==> config.mk <==
export PLATFORM = sky130hd
export DESIGN_NAME = alu_multdiv_seq
export DESIGN_NICKNAME = d
export VERILOG_FILES = /design/src/rtl/alu_multdiv_seq.sv
export SDC_FILE = /design/constraint.sdc
export NUM_CORES = 1
export LEC_CHECK = 0
export CORE_MARGIN = 2
export CORE_UTILIZATION = 65
export CTS_BUF_LIST = sky130_fd_sc_hd__clkbuf_4 sky130_fd_sc_hd__clkbuf_8
export DETAILED_ROUTE_END_ITERATION = 7
export PLACE_DENSITY = 0.92
export SLEW_MARGIN = 20
export SYNTH_ARGS = -nofsm -noshare
export SYNTH_HDL_FRONTEND = slang
export SYNTH_SLANG_ARGS = --single-unit
==> constraint.sdc <==
create_clock -name clock -period 11.1 [get_ports clock]
set_clock_uncertainty 0.1 [all_clocks]
set_input_delay 1.665 -clock clock [delete_from_list [all_inputs] [get_ports clock]]
set_output_delay 1.665 -clock clock [all_outputs]
set_load 0.005 [all_outputs]
==> src/rtl/alu_multdiv_seq.sv <==
// Iterative signed multiply/divide unit: radix-2 shift-add multiply and restoring
// divide on operand magnitudes. The sign is applied when the result is written.
module alu_multdiv_seq #(
    parameter int WIDTH = 32,
    parameter int CNT_W = 6
) (
    input  logic             clock,
    input  logic             reset_n,
    input  logic [WIDTH-1:0] data_operandA,
    input  logic [WIDTH-1:0] data_operandB,
    input  logic             ctrl_MULT,
    input  logic             ctrl_DIV,
    output logic [WIDTH-1:0] data_result,
    output logic             data_exception,
    output logic             data_resultRDY,
    output logic             busy
);
    typedef enum logic [1:0] {IDLE, MULT, DIV, DONE} state_t;

    localparam logic [CNT_W-1:0] LAST = CNT_W'(WIDTH - 1);

    state_t           state;
    logic [CNT_W-1:0] count;
    logic             fin;
    logic             neg;
    logic             div_zero;
    logic [WIDTH-1:0] mag_a;
    logic [WIDTH-1:0] mag_b;
    // Shared datapath: {hi, lo} for multiply, {remainder, quotient} for divide
    logic [2*WIDTH:0] acc;

    logic [WIDTH-1:0]   abs_a, abs_b;
    logic [WIDTH:0]     mul_sum;
    logic [2*WIDTH:0]   mul_next;
    logic [WIDTH:0]     rem_sh;
    logic [WIDTH+1:0]   rem_diff;
    logic [2*WIDTH:0]   div_next;
    logic [2*WIDTH-1:0] prod_s;
    logic [WIDTH-1:0]   quot_s;
    logic               mul_exc, div_exc;

    // MIN maps to 2^(WIDTH-1), which still fits as an unsigned magnitude
    assign abs_a = data_operandA[WIDTH-1] ? -data_operandA : data_operandA;
    assign abs_b = data_operandB[WIDTH-1] ? -data_operandB : data_operandB;

    assign mul_sum  = acc[2*WIDTH:WIDTH] + (acc[0] ? {1'b0, mag_a} : {(WIDTH+1){1'b0}});
    assign mul_next = {1'b0, mul_sum, acc[WIDTH-1:1]};

    assign rem_sh   = {acc[2*WIDTH-1:WIDTH], acc[WIDTH-1]};
    assign rem_diff = {1'b0, rem_sh} - {2'b00, mag_b};
    assign div_next = rem_diff[WIDTH+1] ? {rem_sh, acc[WIDTH-2:0], 1'b0}
                                        : {rem_diff[WIDTH:0], acc[WIDTH-2:0], 1'b1};

    assign prod_s  = neg ? -acc[2*WIDTH-1:0] : acc[2*WIDTH-1:0];
    assign mul_exc = !(&prod_s[2*WIDTH-1:WIDTH-1]) && (|prod_s[2*WIDTH-1:WIDTH-1]);
    assign quot_s  = neg ? -acc[WIDTH-1:0] : acc[WIDTH-1:0];
    // A positive quotient with the top bit set only arises from MIN / -1
    assign div_exc = !neg && acc[WIDTH-1];

    always_ff @(posedge clock or negedge reset_n) begin
        if (!reset_n) begin
            state          <= IDLE;
            count          <= '0;
            fin            <= 1'b0;
            neg            <= 1'b0;
            div_zero       <= 1'b0;
            mag_a          <= '0;
            mag_b          <= '0;
            acc            <= '0;
            data_result    <= '0;
            data_exception <= 1'b0;
            data_resultRDY <= 1'b0;
            busy           <= 1'b0;
        end else if (ctrl_MULT || ctrl_DIV) begin
            state          <= ctrl_MULT ? MULT : DIV;
            count          <= '0;
            fin            <= 1'b0;
            neg            <= data_operandA[WIDTH-1] ^ data_operandB[WIDTH-1];
            div_zero       <= !ctrl_MULT && (data_operandB == '0);
            mag_a          <= abs_a;
            mag_b          <= abs_b;
            acc            <= {{(WIDTH+1){1'b0}}, ctrl_MULT ? abs_b : abs_a};
            data_resultRDY <= 1'b0;
            busy           <= 1'b1;
        end else begin
            case (state)
                MULT: begin
                    if (fin) begin
                        state          <= DONE;
                        data_result    <= prod_s[WIDTH-1:0];
                        data_exception <= mul_exc;
                        data_resultRDY <= 1'b1;
                        busy           <= 1'b0;
                    end else begin
                        acc <= mul_next;
                        if (count == LAST) fin <= 1'b1;
                        else               count <= count + CNT_W'(1);
                    end
                end
                DIV: begin
                    if (div_zero || fin) begin
                        state          <= DONE;
                        data_result    <= div_zero ? '0 : quot_s;
                        data_exception <= div_zero | div_exc;
                        data_resultRDY <= 1'b1;
                        busy           <= 1'b0;
                    end else begin
                        acc <= div_next;
                        if (count == LAST) fin <= 1'b1;
                        else               count <= count + CNT_W'(1);
                    end
                end
                DONE: begin
                    state          <= IDLE;
                    data_resultRDY <= 1'b0;
                end
                default: begin
                    state <= IDLE;
                end
            endcase
        end
    end
endmodule

Yosys cells after proc, flatten, opt, wreduce, memory -nomap -nowiden. Cells that the tools add are included.

Bitwise gates (word level): 3. Multiplexer cells: 42. Reduce and logical (&&, ||, !) cells: 20. Equal/unequal tests: 11. $add $sub $neg: 7.

Operator list (number): two-way mux 65 bit (4); two-way mux 32 bit (8); case mux 65 bit (2 select lines) (1); negator 32 bit (3); two-way mux 64 bit (1); negator 64 bit (1); case mux 32 bit (2 select lines) (1); subtractor 33 x 32 -> 34 bit (1); adder 33 x 32 -> 33 bit (1); AND reduction 33 bit (1); OR reduction 33 bit (1); logical NOT 32 bit (1); two-way mux 6 bit (4); != test 3 bit (second input constant) (5); two-way mux 1 bit (13); case mux 6 bit (2 select lines) (1); AND reduction 3 bit (4); two-way mux 2 bit (4); adder 6 x 1 -> 6 bit (second input constant) (1); == test 6 x 5 -> 1 bit (second input constant) (1); case mux 1 bit (2 select lines) (3); == test 2 bit (second input constant) (2); != test 2 bit (second input constant) (2); case mux 2 bit (2 select lines) (1); other kinds (13) (18).

Input port bits: 68. Flip-flop bits (word level): 175.

Depth between registers and ports, before layout.
Depth in word-level cells: 7. Depth in mapped cells: 16. Gate-level depth less buffers: 14.

Least setup slack after synthesis. No wires, ideal clock.

Kind: input to register. Start: input port data_operandB[5]. End: register acc[29]. Stages: 11. Data arrival time: 4.599 ns. Required time: 10.874 ns. Buffers on the path: 1. Slack: 6.275 ns. Cell sequence: or4_1 -> nor4_1 -> nor3b_1 -> nand2_1 -> or4_1 -> or2_2 -> clkbuf_1 -> o41ai_2 -> xor2_1 -> nor2_1 -> a221o_1.

Longest elaborated chain between the ends: 4.

RTL lines: start, declared (RTL line 10) `input logic [WIDTH-1:0] data_operandB,`; negator 32 bit (RTL line 44) `assign abs_b = data_operandB[WIDTH-1] ? -data_operandB : data_operandB;`; two-way mux 32 bit (RTL line 44); two-way mux 32 bit (RTL line 82) `acc <= {{(WIDTH+1){1'b0}}, ctrl_MULT ? abs_b : abs_a};`; two-way mux 65 bit (RTL line 74) `end else if (ctrl_MULT || ctrl_DIV) begin`; end signal, assigned (RTL line 82); end signal, assigned (RTL line 95) `acc <= mul_next;`; end signal, assigned (RTL line 108) `acc <= div_next;`; end, declared (RTL line 30) `logic [2*WIDTH:0] acc;`.

Every way passes these cells. A chain may end at the register's enable or synchronous reset.

Final worst setup path.
Start: register acc[33]. End: register acc[0].

Longest elaborated chain between the ends: 5.

RTL lines: subtractor 33 x 32 -> 34 bit (RTL line 50) `assign rem_diff = {1'b0, rem_sh} - {2'b00, mag_b};`; two-way mux 65 bit (RTL line 51) `assign div_next = rem_diff[WIDTH+1] ? {rem_sh, acc[WIDTH-2:0], 1'b0}`; two-way mux 65 bit (RTL line 101) `if (div_zero || fin) begin`; case mux 65 bit (2 select lines) (RTL line 86) `case (state)`; two-way mux 65 bit (RTL line 74).

Every way passes these cells. The select of a mux whose other input is x is not followed.

==> qor.csv <==
metric,value,unit
Leakage,6.81,nW
RSZ-0062 raised after global routing,no,
Core Box Area,0.0219,mm^2
Worst Path Max Fanout,24,
antenna fix cells,0,
WS Path Type,flop to flop,
WHS Path Cells,2,
TritonCTS clock tree,yes,
remaining antenna violation count after routing,0,
CTS H-tree depth,4,
Yosys Warn Count,0,
Vias,14800,
status,completed,
Nets,1982,
Mapped Cells,1815,
ys async rst share,100,%
Num Clock Sinks,175,
Buffers on Ports,102,
WP data required,11340,ps
Synthesized Nets,1956,
number of buffers created by CTS,17,
clock root cell,clkbuf_8,
fin util,73.5,%
number of synthesized flops with an enable pin,0,
Clock Tree Buf Depth,2,
Final Wtd Congestion,1.01,
Final setup viols,0,
WL met1,17800,um
largest net degree at the start of global routing,70,
drt first-iter violations,1946,
Die Wd,154,um
Yosys top cell area share,30.1,%
total track usage,38.5,%
share of cells above drive strength 1,4.48,%
worst r2r path cells,11,
Worst Hold Class,flop to flop,
drc violations,0,
drt via density,6.93,
Synth Flop Type,dfrtp_1,
Max Freq,0.190,GHz
vias in the first global route,14200,
final hold vios,0,
synthesis-to-layout area growth,10.5,%
WL per Instance,21.7,um
buffer count from post-CTS setup fixing,0,
hpwl dp,33500,um
Starting Density,66.5,%
Slew @ Worst Pin,1020,ps
final slew viol count,0,
synth top area cells,"dfrtp_1 (30%), ha_1 (6.1%), a21oi_1 (6.0%), xor2_1 (5.9%), o21ai_0 (5.5%)",
mapped cell area,0.0146,mm^2
maxcap violations,0,
Slew HR,31.6,%
worst-skew pair later-pin latency,490,ps
met3 wire length,4300,um
synthesized flop and latch total,175,
"Avg Cell Area, Syn",8.02,um^2
maximum VDD drop,0.000128,V
post_cts resized,0,
1st-pass router iterations,6,
grt ovf,0,
FP Rows,54,
crit path DAT,5510,ps
die extent in y,154,um
"top cells by count, synth","a21oi_1 (175), dfrtp_1 (175), o21ai_0 (159), nand2_1 (151), nor2_1 (142)",
initial antenna violation count,0,
PD cells,146,mW/mm^2
met2 routed WL,21300,um
final cycle utilization of the critical path,47.5,%
Fill cells,1673,
first-pass GRT wire length,73200,um
crit path time final,5280,ps
clock slew at reported path FFs,100,ps
largest area contributor in the netlist,dfrtp_1,
Fin Setup TNS,0,ps
CP startpoint kind,flop,
Top Ports,103,
die area,0.0236,mm^2
cts hold-fix bufs,0,
CP endpoint kind,flop,
Top Layer Used,met4,
sequential cell area fraction in the yosys report,30.1,%
WL final,46200,um
Synth cell types,75,
## cells by family (layout without fill, tap and decap cells)
| logic type | Yosys count | after routing | share of synthesized area, % |
|---|---|---|---|
| AOI/OAI and AO/OA | 626 | 626 | 27.6 |
| xor gates and xnor gates | 166 | 166 | 9.99 |
| adders and majority gates | 73 | 73 | 6.38 |
| buffers and inverters | 186 | 225 | 4.94 |
| DFF | 175 | 175 | 30.1 |
| muxes | 16 | 16 | 1.11 |
| and+or+nand+nor | 573 | 573 | 19.9 |
## report_power, final
group	internal (mW)	total, mW	switching [mW]
combinational	0.427	0.960	0.533
sequential	0.755	0.885	0.130
clock	0.220	0.498	0.277
## routing by layer
metal / GRT usage, % / vias to the layer above
li1: - / 6673
met1: 49.4 / 6936
met2: 61.9 / 946
met3: 6.57 / 223
met4: 21.7 / 0
met5: 0 / -
## cell usage in the layout, fill, tap and decap left out, types with 36 or more instances in the layout
master           instances
dfrtp_1                174
nor2b_1                 40
a21o_1                  36
o21ai_0                158
a211oi_1                73
a21oi_1                175
xnor2_1                 68
and2_1                  39
clkdlybuf4s50_1         99
nor2_1                 140
o31ai_1                 36
xor2_1                  98
nand2_1                150
inv_1                   71
ha_1                    70
## stage by stage
step	instances	power (mW)	setup WS (ps)	hold slack, ps	cell area [um^2]
floorplan	1815	1.46	6280	342	14600
CTS	2134	2.32	5940	396	16100
global placement	2102	1.79	5540	365	15600
finish	2134	2.34	5820	395	16100
detailed placement	2102	1.82	5460	373	15600
global route	2134	2.46	5630	427	16100
## worst max-delay path, stage by stage (launching register included)
cell	delay [ps]
dfrtp_1	710
ha_1	380
o21ai_0	170
a21oi_1	60
a211oi_1	620
a21oi_1	350
a211o_1	400
o41ai_1	820
o211a_1	900
a211oi_1	210
a21oi_1	280
a21oi_1	110
## area by class of cell
cell class              instances  area, um^2  area share (%)
clock buffers                  18         248            1.54
multi-input cells            1454        9490            59.0
clock inverters                14         188            1.17
repair buffers                121        1150            7.18
well taps                     280         350            2.18
inverters                      72         270            1.68
flip-flops and latches        175        4380            27.2
## final timing paths
| kind | endpoint | startpoint | slack [ps] |
|---|---|---|---|
| worst max-delay path | acc[0] | acc[33] | 5820 |
| worst min-delay path | data_result[18] | data_result[18] | 390 |
| worst max register to register | acc[0] | acc[33] | 5820 |
| worst min register to register | data_result[18] | data_result[18] | 390 |
| max in group asynchronous | mag_b[20] | reset_n | 7850 |
| min in group asynchronous | acc[63] | reset_n | 1010 |
## state kept, by name (all words and copies together) (netlist names)
signal,flops
data_result,32
state,2
count,6
div_zero,1
busy,1
mag_b,32
mag_a,32
acc,65
data_resultRDY,1
fin,1
data_exception,1
neg,1
(Power assumes the default switching activity.)
